$ cat config.mk
export PLATFORM = sky130hd
export DESIGN_NAME = card_flip_game_ctrl_flat
export DESIGN_NICKNAME = d
export VERILOG_FILES = /design/src/rtl/card_flip_pkg.sv /design/src/rtl/card_flip_rand_if.sv /design/src/rtl/card_flip_game_ctrl_turn_timer.sv /design/src/rtl/card_flip_game_ctrl.sv /design/src/flat_wrapper.sv
export SDC_FILE = /design/constraint.sdc
export NUM_CORES = 1
export LEC_CHECK = 0
export ABC_AREA = 0
export CAP_MARGIN = 20
export CORE_MARGIN = 10
export CORE_UTILIZATION = 46
export DETAILED_ROUTE_END_ITERATION = 10
export PLACE_DENSITY = 0.74
export SYNTH_ARGS = -nofsm -noshare
export SYNTH_HDL_FRONTEND = slang
export SYNTH_HIERARCHICAL = 1
export SYNTH_SLANG_ARGS = --single-unit
$ cat constraint.sdc
create_clock -name clk -period 3.3 [get_ports clk]
set_input_delay 0.66 -clock clk [delete_from_list [all_inputs] [get_ports clk]]
set_output_delay 0.66 -clock clk [all_outputs]
set_load 0.005 [all_outputs]
$ cat src/rtl/card_flip_pkg.sv
// Shared types and constants for the Card-Flip game: board geometry, controller
// states and the card-value lookup also used by the display block.
package card_flip_pkg;

  localparam int unsigned N_CARDS = 16;
  localparam int unsigned N_PAIRS = 8;
  localparam int unsigned VAL_W   = 3;
  localparam int unsigned IDX_W   = 4;
  localparam int unsigned MAP_W   = N_CARDS * VAL_W;

  typedef enum logic [3:0] {
    IDLE,
    SHUF_REQ,
    SHUF_WAIT_HI,
    SHUF_WAIT_LO,
    PICK1,
    PICK2,
    SHOW,
    RESOLVE,
    OVER
  } state_t;

  // Card i occupies map[3i +: 3].
  function automatic logic [VAL_W-1:0] card_val(input logic [MAP_W-1:0] map,
                                                input logic [IDX_W-1:0] idx);
    return map[int'(idx) * VAL_W +: VAL_W];
  endfunction

endpackage

$ cat src/rtl/card_flip_rand_if.sv
// Shuffle handshake between the game controller (master) and the random
// pair-assignment block (slave): start pulse, busy flag and the 48-bit card map.
interface card_flip_rand_if;
  import card_flip_pkg::*;

  logic             rand_start;
  logic             rand_busy;
  logic [MAP_W-1:0] rand_map;

  modport master (output rand_start, input rand_busy, input rand_map);
  modport slave  (input rand_start, output rand_busy, output rand_map);

endinterface

$ cat src/rtl/card_flip_game_ctrl_turn_timer.sv
// Loadable down-counter with a zero flag; times how long both picked cards
// stay face-up before the turn resolves.
module turn_timer #(
  parameter int unsigned W = 1
) (
  input  logic         clk,
  input  logic         reset,
  input  logic         load,
  input  logic         dec,
  input  logic [W-1:0] load_val,
  output logic         zero
);

  logic [W-1:0] cnt_q, cnt_d;

  // NOTE: every signal assigned in always_comb gets a default first so no latch is inferred.
  always_comb begin
    cnt_d = cnt_q;
    if (load) begin
      cnt_d = load_val;
    end else if (dec && cnt_q != '0) begin
      cnt_d = cnt_q - 1'b1;
    end
  end

  // NOTE: state registers use non-blocking assignments so all flops update together at the edge.
  always_ff @(posedge clk) begin
    if (reset) begin
      cnt_q <= '0;
    end else begin
      cnt_q <= cnt_d;
    end
  end

  assign zero = (cnt_q == '0);

endmodule

$ cat src/rtl/card_flip_game_ctrl.sv
// Card-Flip game sequencer: shuffle handshake, two-pick turn loop, scoring and
// game-over. Optional macro CARD_FLIP_MISS_LIMIT_EN adds a mismatch budget.
module card_flip_game_ctrl
  import card_flip_pkg::*;
#(
  parameter int unsigned SHOW_CYCLES = 50_000_000,
  parameter int unsigned MAX_MISSES  = 10
) (
  input  logic                 clk,
  input  logic                 reset,
  input  logic                 new_game,
  card_flip_rand_if.master     rnd,
  input  logic                 pick_valid,
  input  logic [IDX_W-1:0]     pick_idx,
  output logic [N_CARDS-1:0]   face_up,
  output logic [N_CARDS-1:0]   matched,
  output logic [MAP_W-1:0]     card_vals,
  output logic [7:0]           moves,
  output logic [3:0]           pairs,
  output logic                 busy,
  output logic                 game_over,
  output logic                 game_won
`ifdef CARD_FLIP_MISS_LIMIT_EN
  ,
  output logic [3:0]           miss_cnt
`endif
);

  localparam int unsigned TW = (SHOW_CYCLES > 1) ? $clog2(SHOW_CYCLES) : 1;

  if (SHOW_CYCLES < 1) begin : g_chk_show
    $error("SHOW_CYCLES must be at least 1");
  end
  if (MAX_MISSES < 1 || MAX_MISSES > 15) begin : g_chk_miss
    $error("MAX_MISSES must fit the 4-bit miss counter (1..15)");
  end

  state_t             state_q, state_d;
  logic [IDX_W-1:0]   sel0_q, sel0_d, sel1_q, sel1_d;
  logic [N_CARDS-1:0] face_q, face_d, matched_q, matched_d;
  logic [MAP_W-1:0]   card_vals_q, card_vals_d;
  logic [7:0]         moves_q, moves_d;
  logic [3:0]         pairs_q, pairs_d;
  logic               refused_q, refused_d;
  logic               rand_start_q, rand_start_d;
  logic               busy_q, busy_d;
  logic               game_over_q, game_over_d;
  logic               game_won_q, game_won_d;
`ifdef CARD_FLIP_MISS_LIMIT_EN
  logic [3:0]         miss_q, miss_d;
`endif

  logic timer_load, timer_dec, timer_zero;

  turn_timer #(.W(TW)) u_show_timer (
    .clk      (clk),
    .reset    (reset),
    .load     (timer_load),
    .dec      (timer_dec),
    .load_val (TW'(SHOW_CYCLES - 1)),
    .zero     (timer_zero)
  );

  always_comb begin
    state_d     = state_q;
    sel0_d      = sel0_q;
    sel1_d      = sel1_q;
    face_d      = face_q;
    matched_d   = matched_q;
    card_vals_d = card_vals_q;
    moves_d     = moves_q;
    pairs_d     = pairs_q;
    refused_d   = refused_q;
    timer_load  = 1'b0;
    timer_dec   = 1'b0;
`ifdef CARD_FLIP_MISS_LIMIT_EN
    miss_d      = miss_q;
`endif

    if (new_game) begin
      // Restart wins over anything else happening this cycle, including a pick.
      state_d   = SHUF_REQ;
      face_d    = '0;
      matched_d = '0;
      moves_d   = '0;
      pairs_d   = '0;
`ifdef CARD_FLIP_MISS_LIMIT_EN
      miss_d    = '0;
`endif
    end else begin
      unique case (state_q)
        IDLE: ;
        SHUF_REQ: begin
          // Busy already high while we request means the assigner ignored us;
          // wait for its current run to end and the next one to start.
          refused_d = rnd.rand_busy;
          state_d   = SHUF_WAIT_HI;
        end
        SHUF_WAIT_HI: begin
          if (refused_q) begin
            if (!rnd.rand_busy) refused_d = 1'b0;
          end else if (rnd.rand_busy) begin
            state_d = SHUF_WAIT_LO;
          end
        end
        SHUF_WAIT_LO: begin
          if (!rnd.rand_busy) begin
            card_vals_d = rnd.rand_map;
            state_d     = PICK1;
          end
        end
        PICK1: begin
          if (pick_valid && !face_q[pick_idx]) begin
            sel0_d           = pick_idx;
            face_d[pick_idx] = 1'b1;
            state_d          = PICK2;
          end
        end
        PICK2: begin
          if (pick_valid && !face_q[pick_idx]) begin
            sel1_d           = pick_idx;
            face_d[pick_idx] = 1'b1;
            timer_load       = 1'b1;
            state_d          = SHOW;
          end
        end
        SHOW: begin
          if (timer_zero) state_d = RESOLVE;
          else            timer_dec = 1'b1;
        end
        RESOLVE: begin
          moves_d = (moves_q == 8'hFF) ? moves_q : moves_q + 8'd1;
          if (card_val(card_vals_q, sel0_q) == card_val(card_vals_q, sel1_q)) begin
            matched_d[sel0_q] = 1'b1;
            matched_d[sel1_q] = 1'b1;
            pairs_d           = pairs_q + 4'd1;
            state_d           = (pairs_d == 4'(N_PAIRS)) ? OVER : PICK1;
          end else begin
            face_d[sel0_q] = 1'b0;
            face_d[sel1_q] = 1'b0;
            state_d        = PICK1;
`ifdef CARD_FLIP_MISS_LIMIT_EN
            miss_d = miss_q + 4'd1;
            if (miss_d == 4'(MAX_MISSES)) begin
              face_d  = '1;
              state_d = OVER;
            end
`endif
          end
        end
        OVER: ;
        default: state_d = IDLE;
      endcase
    end

    // Status outputs are decoded from the next state so they come straight off flops.
    rand_start_d = (state_d == SHUF_REQ);
    busy_d       = (state_d inside {SHUF_REQ, SHUF_WAIT_HI, SHUF_WAIT_LO});
    game_over_d  = (state_d == OVER);
    game_won_d   = (state_d == OVER) && (pairs_d == 4'(N_PAIRS));
  end

  always_ff @(posedge clk) begin
    if (reset) begin
      state_q      <= IDLE;
      sel0_q       <= '0;
      sel1_q       <= '0;
      face_q       <= '0;
      matched_q    <= '0;
      card_vals_q  <= '0;
      moves_q      <= '0;
      pairs_q      <= '0;
      refused_q    <= 1'b0;
      rand_start_q <= 1'b0;
      busy_q       <= 1'b0;
      game_over_q  <= 1'b0;
      game_won_q   <= 1'b0;
`ifdef CARD_FLIP_MISS_LIMIT_EN
      miss_q       <= '0;
`endif
    end else begin
      state_q      <= state_d;
      sel0_q       <= sel0_d;
      sel1_q       <= sel1_d;
      face_q       <= face_d;
      matched_q    <= matched_d;
      card_vals_q  <= card_vals_d;
      moves_q      <= moves_d;
      pairs_q      <= pairs_d;
      refused_q    <= refused_d;
      rand_start_q <= rand_start_d;
      busy_q       <= busy_d;
      game_over_q  <= game_over_d;
      game_won_q   <= game_won_d;
`ifdef CARD_FLIP_MISS_LIMIT_EN
      miss_q       <= miss_d;
`endif
    end
  end

  assign rnd.rand_start = rand_start_q;
  assign face_up        = face_q;
  assign matched        = matched_q;
  assign card_vals      = card_vals_q;
  assign moves          = moves_q;
  assign pairs          = pairs_q;
  assign busy           = busy_q;
  assign game_over      = game_over_q;
  assign game_won       = game_won_q;
`ifdef CARD_FLIP_MISS_LIMIT_EN
  assign miss_cnt       = miss_q;
`endif

endmodule

$ cat src/flat_wrapper.sv
// flat-port wrapper written by rule: the top's interface ports become plain ports
module card_flip_game_ctrl_flat import card_flip_pkg::*;
#(
  parameter int unsigned SHOW_CYCLES = 50_000_000,
  parameter int unsigned MAX_MISSES  = 10
)
  (clk, reset, new_game, pick_valid, pick_idx, face_up, matched, card_vals, moves, pairs, busy, game_over, game_won, rnd_rand_start, rnd_rand_busy, rnd_rand_map);
  card_flip_rand_if rnd_i ();
  input  logic clk;
  input  logic reset;
  input  logic new_game;
  input  logic pick_valid;
  input  logic [IDX_W-1:0] pick_idx;
  output logic [N_CARDS-1:0] face_up;
  output logic [N_CARDS-1:0] matched;
  output logic [MAP_W-1:0] card_vals;
  output logic [7:0] moves;
  output logic [3:0] pairs;
  output logic busy;
  output logic game_over;
  output logic game_won;
  output wire logic [$bits(rnd_i.rand_start)-1:0] rnd_rand_start;
  input wire logic [$bits(rnd_i.rand_busy)-1:0] rnd_rand_busy;
  input wire logic [$bits(rnd_i.rand_map)-1:0] rnd_rand_map;
  assign rnd_rand_start = rnd_i.rand_start;
  assign rnd_i.rand_busy = rnd_rand_busy;
  assign rnd_i.rand_map = rnd_rand_map;
  card_flip_game_ctrl #(.SHOW_CYCLES(SHOW_CYCLES), .MAX_MISSES(MAX_MISSES)) u_core (.clk(clk), .reset(reset), .new_game(new_game), .rnd(rnd_i), .pick_valid(pick_valid), .pick_idx(pick_idx), .face_up(face_up), .matched(matched), .card_vals(card_vals), .moves(moves), .pairs(pairs), .busy(busy), .game_over(game_over), .game_won(game_won));
endmodule
**Word level (Yosys, flattened, before mapping)**

Cells that the tools add are included.

- Output and inout bits: 96
- Word-level logic and storage cells: 116
- Register bits after elaboration: 135
- Input port bits: 57

- Eq/ne operators: 18
- Muxes and demuxes: 35
- Bitwise gates (word level): 10
- Shifts and indexed selects: 2
- Order comparisons: 6
- $mul: 2
- $add $sub $neg: 3
- Reductions and logical operators: 25

Operators by type and width:

| operator | count |
|---|---|
| $shiftx 48x7->3 | 2 |
| $mux 26 | 2 |
| $mux 4 | 12 |
| $or 16x16->16 | 3 |
| $and 16x16->16 | 2 |
| $mux 16 | 2 |
| $not 16->16 | 2 |
| $pmux 16 s2 | 1 |
| $pmux 4 s8 | 1 |
| $logic_not 26->1 | 1 |
| $reduce_bool 26->1 | 1 |
| $sub 26x1->26 const B | 1 |
| $eq 4x2->1 const B | 4 |
| $eq 4x3->1 const B | 4 |
| $eq 4x4->1 const B | 4 |
| $lt 4x5->1 const B | 3 |
| $demux 1 s4 | 3 |
| $ge 4x1->1 const B | 3 |
| $mul 4x2->6 const B | 2 |
| $mux 1 | 12 |
| $reduce_and 3->1 | 4 |
| $add 8x1->8 const B | 1 |
| $eq 4x1->1 const B | 2 |
| $eq 8x8->1 const B | 1 |
| other kinds (14) | 28 |

**Longest topological paths before layout**

- Word-level depth: 9
- Mapped depth: 13
- Gate-level depth less buffers: 12

**By module**

Netlist, hierarchy kept.

Modules (own cells, without submodules):

| module | times used | seq. area each (um^2) | cells each | area an instance (um^2) |
|---|---|---|---|---|
| card_flip_game_ctrl | 1 | 2182.1 | 591 | 5222.5 |
| turn_timer | 1 | 520.5 | 201 | 1654.1 |

**Worst setup path before layout**

OpenSTA, ideal clock, no wires.

- Kind: input to register
- Start point: input pick_idx[0]
- End point: register u_core.u_show_timer.cnt_q[9]
- Required time: 3209 ps
- Arrival: 3340 ps
- Path buffers: 4
- Slack: -131 ps
- Setup time: 91 ps
- Stages on the path: 12
- Cell sequence: buf_2 -> mux4_2 -> a22oi_1 -> nand3_1 -> nor3_2 -> nand3b_1 -> inv_1 -> clkbuf_1 -> clkinv_1 -> clkbuf_1 -> clkbuf_1 -> a311oi_1

- Word-level cells in the longest chain between the ends: 8

RTL lines:

| what | line | RTL |
|---|---|---|
| start, declared | flat_wrapper.sv:13 | `input logic [IDX_W-1:0] pick_idx;` |
| $bmux 1 s4 | card_flip_game_ctrl.sv:120 | `if (pick_valid && !face_q[pick_idx]) begin` |
| $mux 1 (not written as such) | card_flip_game_ctrl.sv:120 |  |
| $logic_not 1->1 | card_flip_game_ctrl.sv:120 |  |
| $logic_and 1x1->1 | card_flip_game_ctrl.sv:120 |  |
| $mux 1 | card_flip_game_ctrl.sv:120 |  |
| $mux 1 | card_flip_game_ctrl.sv:91 | `unique case (state_q)` |
| $mux 1 | card_flip_game_ctrl.sv:80 | `if (new_game) begin` |
| via u_core.timer_load | card_flip_game_ctrl.sv:53 | `logic timer_load, timer_dec, timer_zero;` |
| $reduce_or 2->1 (no source line) | n/a |  |
| end signal, assigned | card_flip_game_ctrl_turn_timer.sv:31 | `cnt_q <= cnt_d;` |
| end, declared | card_flip_game_ctrl_turn_timer.sv:14 | `logic [W-1:0] cnt_q, cnt_d;` |

The timed path passes the listed nets, and every way through them passes these cells. The select of a mux whose other input is x is not followed.
A chain may end at the register's enable or synchronous reset.

**Worst setup path in the final report**

- Start point: register u_core.u_show_timer.cnt_q[13]
- End point: register u_core.u_show_timer.cnt_q[19]

- Word-level cells in the longest chain between the ends: 6
- Elaborated cells between the ends (all ways): 10
- Classes of those cells: 1 x add/sub; 5 x mux; 4 x reduce/logical

RTL lines:

| what | line | RTL |
|---|---|---|
| $logic_not 26->1 | card_flip_game_ctrl_turn_timer.sv:35 | `assign zero = (cnt_q == '0);` |
| via u_core.timer_zero | card_flip_game_ctrl.sv:53 |  |
| $mux 1 | card_flip_game_ctrl.sv:128 | `if (timer_zero) state_d = RESOLVE;` |
| $mux 1 | card_flip_game_ctrl.sv:91 |  |
| $mux 1 | card_flip_game_ctrl.sv:80 |  |
| via u_core.timer_dec | card_flip_game_ctrl.sv:53 |  |
| $logic_and 1x1->1 | card_flip_game_ctrl_turn_timer.sv:21 | `end else if (dec && cnt_q != '0) begin` |
| $reduce_bool 2->1 (no source line) | n/a |  |

The timed path passes the listed nets, and every way through them passes these cells. The select of a mux whose other input is x is not followed.

==> results.md <==
- The run finished with clean final reports.
- The total setup violations reported at the end of the flow is 0.
- The largest single stage delay on the critical path is ~0.61 ns.
- The startpoint identified for the worst register-to-register timing path is u_core/u_show_timer/cnt_q[13]$_SDFFE_PP0P_.
- The total cell area at the placement stage is about 8800 µm².
- The number of placed instances, taps included, is 1131.
- In this run the remaining antenna-violating nets after routing total 0.
- Measured against its own limit, the worst slew margin works out to roughly 53%.
- Summing over every cut layer, the via total after detailed routing is approximately 6.5k.
- The class of the worst hold path is register to register.
- The core region is approximately 15000 µm².
- Synthesis inferred between 100 and 150 register bits.
- The aggregate global-route resource usage is about a fifth.
- Summing every instance area after synthesis gives 6880 µm².
- The first global-routing pass estimated between 30000 and 40000 µm of wire.
- The shortest clock period the worst path allows after layout is roughly 3.2 ns.
- The cell with the most instances after synthesis is dfxtp_1.
- The end-of-flow core utilization is between 60% and 70%.
- The count of routing violations after the opening detailed-route iteration is just under 600.
- Before antenna repair, the detailed router went through 5 iterations.
- The number of buffers between clock root and the deepest sink is 2.
- The clock net in this run drives a total of roughly 140 sinks.
- Grouping stages by cell kind, the critical path spends the most delay in simple AND/OR/NAND/NOR gates.
- TritonCTS created 17 clock buffers.
- Power spread over the standard cell area amounts to between 400 and 500 nW/µm².
- Clock-pin slew was measured on the worst setup and hold paths at 0.06 ns.
- For this run, the post-layout net count is 1028.
- Of the synthesized area, sequential elements account for just under 40%.
- Dividing the final minimum period by the clock period gives 95.6%.
- Relative to the synthesized area, the layout overhead comes to 37.7%.
- The maximum clock skew at final layout is 0.00754 ns.
- Counting the fill cells in the layout gives between 1k and 1.5k.
- The final layout contains routed wiring with a total length of 20400 µm.
- Summed over all nets, the half-perimeter wirelength after detailed placement is 14600 µm.
- The per-cell routed wire length is around 17 µm.
- The finished cells cover roughly 9500 µm².
- The root buffer cell chosen for the clock tree is clkbuf_16.
- The number of antenna violations at the first check in global routing is 0.
- Of all nets on the critical path, the largest fanout is 11.
- In this run, synthesis inferred 0 flip-flops with an integrated enable.
- The worst hold margin is approximately 0.47 ns.
- Summed over its instances, the top area cell type makes up roughly 40% of the synthesized netlist area.
- In this run, post-CTS repair resized a total of 3 instances.
- The die is between 100 and 150 µm tall.
- Buffers placed on the I/O ports in this run total 152.
- The largest net degree at the start of global routing is 53.
- The critical path starts at u_core/u_show_timer/cnt_q[13]$_SDFFE_PP0P_.
- The type of the worst setup path is register to register.
- The number of max-slew violations in the final report came to 0.
- The initial utilization of the core area, before any placement, comes to a little under half.
- The tool flagged a number of max-cap violations equal to 0.
- In the synthesized netlist, the number of instances is 792.
- Yosys attributes the largest share of cell area to dfxtp_1 39%, mux4_2 9.2%, nand2_1 6.7%.
- Dividing the detail-routed via count by the number of cells gives roughly 5.6.
- The signal on the critical path passes through or4_1 -> or4_4 -> nor2_2 -> nor2_1 -> nor4b_2 -> and3_1 -> a21boi_2 -> and3_1 -> a2111oi_1.
- The share of flip-flops with an asynchronous set or reset after synthesis is 0%.
- The worst setup path is launched from a register.
- Measured along the x axis, the die boundary spans between 100 and 150 µm.
- The post-synthesis cell type count is 65.
- The number of post-CTS setup repair buffers is 0.
- For this run, design rule violations remaining after detail routing come to 0.
- STA classifies the critical path endpoint as a register.
- In the synthesized netlist, the cells that appear most often are 135 x dfxtp_1, 122 x nand2_1, 88 x a21oi_1.
- The buffering stage count on the worst path with inverters included is 0.
- The accumulated negative setup slack is 0 ns.
- At the pin with the least slew margin, the transition time is roughly 0.71 ns.
- Summed over all instances, the cell type with the most area after synthesis is dfxtp_1.
- In this run the static leakage power is roughly 3.4 nW.
- After global routing the overflow that remains totals 0.
- The most numerous cell type found on the critical path is and3_1.
- At the worst endpoint, the required time is approximately 3.6 ns.
- The repair_antennas step left the layout with diodes totalling 0.
- For this run, the number of standard cells in the final layout without fillers is 1164.
- The routability congestion estimate is approximately 0.88.
- The clock reaches the later pin of the worst-skew pair after 0.42 ns.
- In this run the core area contains between 40 and 50 standard-cell rows.
- The die footprint is approximately 20000 µm².
- In this run the mean area of a mapped cell was approximately 8.7 µm².
- The number of placed I/O pins is ~150.
- Data on the critical path arrives at its endpoint at roughly 3.4 ns.
- The slowest stage of the critical path belongs to the cell or4_1.
- For this run, the top clock speed supported by timing is 317 MHz.
- The origin of the worst min-delay path is u_core/matched[2]$_SDFFE_PP0P_.
- IR analysis of the VDD net gives a maximum drop of 0.461 mV.
- The number of hold-slack violations in the final timing report was 0.
- The clock tree synthesis step divided the H-tree into 4 levels.
- The clock tree from TritonCTS is built.
- After clock tree synthesis, the flow added hold-fix buffers numbering 0.
- The fraction of final layout cells sized beyond drive strength 1 is between 10% and 20%.
- Yosys printed 6 warnings.
- The via count of the first global-routing pass is between 6k and 7k.
- The dominant register cell in the synthesized netlist is dfxtp_1.
cell families after synthesis:
family	Yosys count	synth area share, %
fa+ha+maj	4	0.728
simple gates	322	23.3
xor+xnor	17	2.17
flops	135	39.3
compound gates	196	18.6
buf+inv	75	4.77
mux	41	11.1
other cells	2	0.109
area by class of cell:
| type | count | area (µm²) | share of cell area, % |
|---|---|---|---|
| multi-input combinational | 606 | 3970 | 41.9 |
| sequential | 135 | 2700 | 28.5 |
| timing repair buffer | 191 | 1850 | 19.5 |
| clock buffer | 19 | 443 | 4.68 |
| tap | 184 | 230 | 2.43 |
| clock inverter | 13 | 218 | 2.30 |
| inverter | 16 | 60.1 | 0.634 |
through the flow:
step | total power [mW] | setup slack (ns)
2_1_floorplan | 1.74 | 0.0342
3_3_place_gp | 1.84 | -0.0563
3_5_place_dp | 1.84 | -0.246
4_1_cts | 3.94 | 0.0350
5_1_grt | 4.04 | -0.000976
6_report | 3.92 | 0.147
tightest hold or removal path, delay by kind of cell (launching register included):
family           cells  cell delay, ns
flip-flops           1            0.33
AO/OA/AOI/OAI        1            0.04
AND/OR/NAND/NOR      1            0.07
flip-flops by register name (all words and copies together), names as in the netlist:
register and count:
u_core/face_up 16, u_core/u_show_timer/cnt_q 26, u_core/game_over 1, u_core/card_vals 48
u_core/matched 16, u_core/moves 8, u_core/refused_q 1, u_core/state_q 4
u_core/rnd.rand_start 1, u_core/busy 1, u_core/sel0_q 4, u_core/pairs 4
u_core/game_won 1, u_core/sel1_q 4
power by group:
part	switching, mW	internal [mW]
registers	0.00563	1.64
clock network	0.742	1.37
logic	0.0753	0.0913
per-layer routing:
| layer | vias up | share of wire (%) | GRT usage [%] | routed length (µm) |
|---|---|---|---|---|
| met3 | 21 | 7.1 | 6.81 | 1440 |
| li1 | 3204 | - | - | - |
| met5 | - | 0 | 0 | 0 |
| met2 | 206 | 48 | 32.3 | 9820 |
| met1 | 3030 | 44 | 24.2 | 8880 |
| met4 | 0 | 1.0 | 5.11 | 209 |
final timing paths:
path | depth (start not counted) | end | slack (ns)
setup / recovery | 9 | u_core/u_show_timer/cnt_q[19]$_SDFFE_PP0P_ | 0.15
hold / removal | 2 | u_core/matched[2]$_SDFFE_PP0P_ | 0.47
setup reg to reg | 9 | u_core/u_show_timer/cnt_q[19]$_SDFFE_PP0P_ | 0.15
hold reg to reg | 2 | u_core/matched[2]$_SDFFE_PP0P_ | 0.47
cells in the final DEF, fill, tap and decap left out, types with 9 or more instances in the layout:
cell type	count
nand2_1	122
clkdlybuf4s50_1	150
dfxtp_1	135
clkbuf_16	17
conb_1	26
nand3_1	15
a21oi_1	87
a211oi_1	29
buf_4	36
inv_1	15
nor2b_1	13
a311oi_1	9
mux4_2	28
mux2i_1	12
xnor2_1	9
nor2_1	72
nand2b_1	12
or3_1	14
nor3_1	10
o22ai_1	17
No activity file was read; power rests on OpenSTA's default activity.
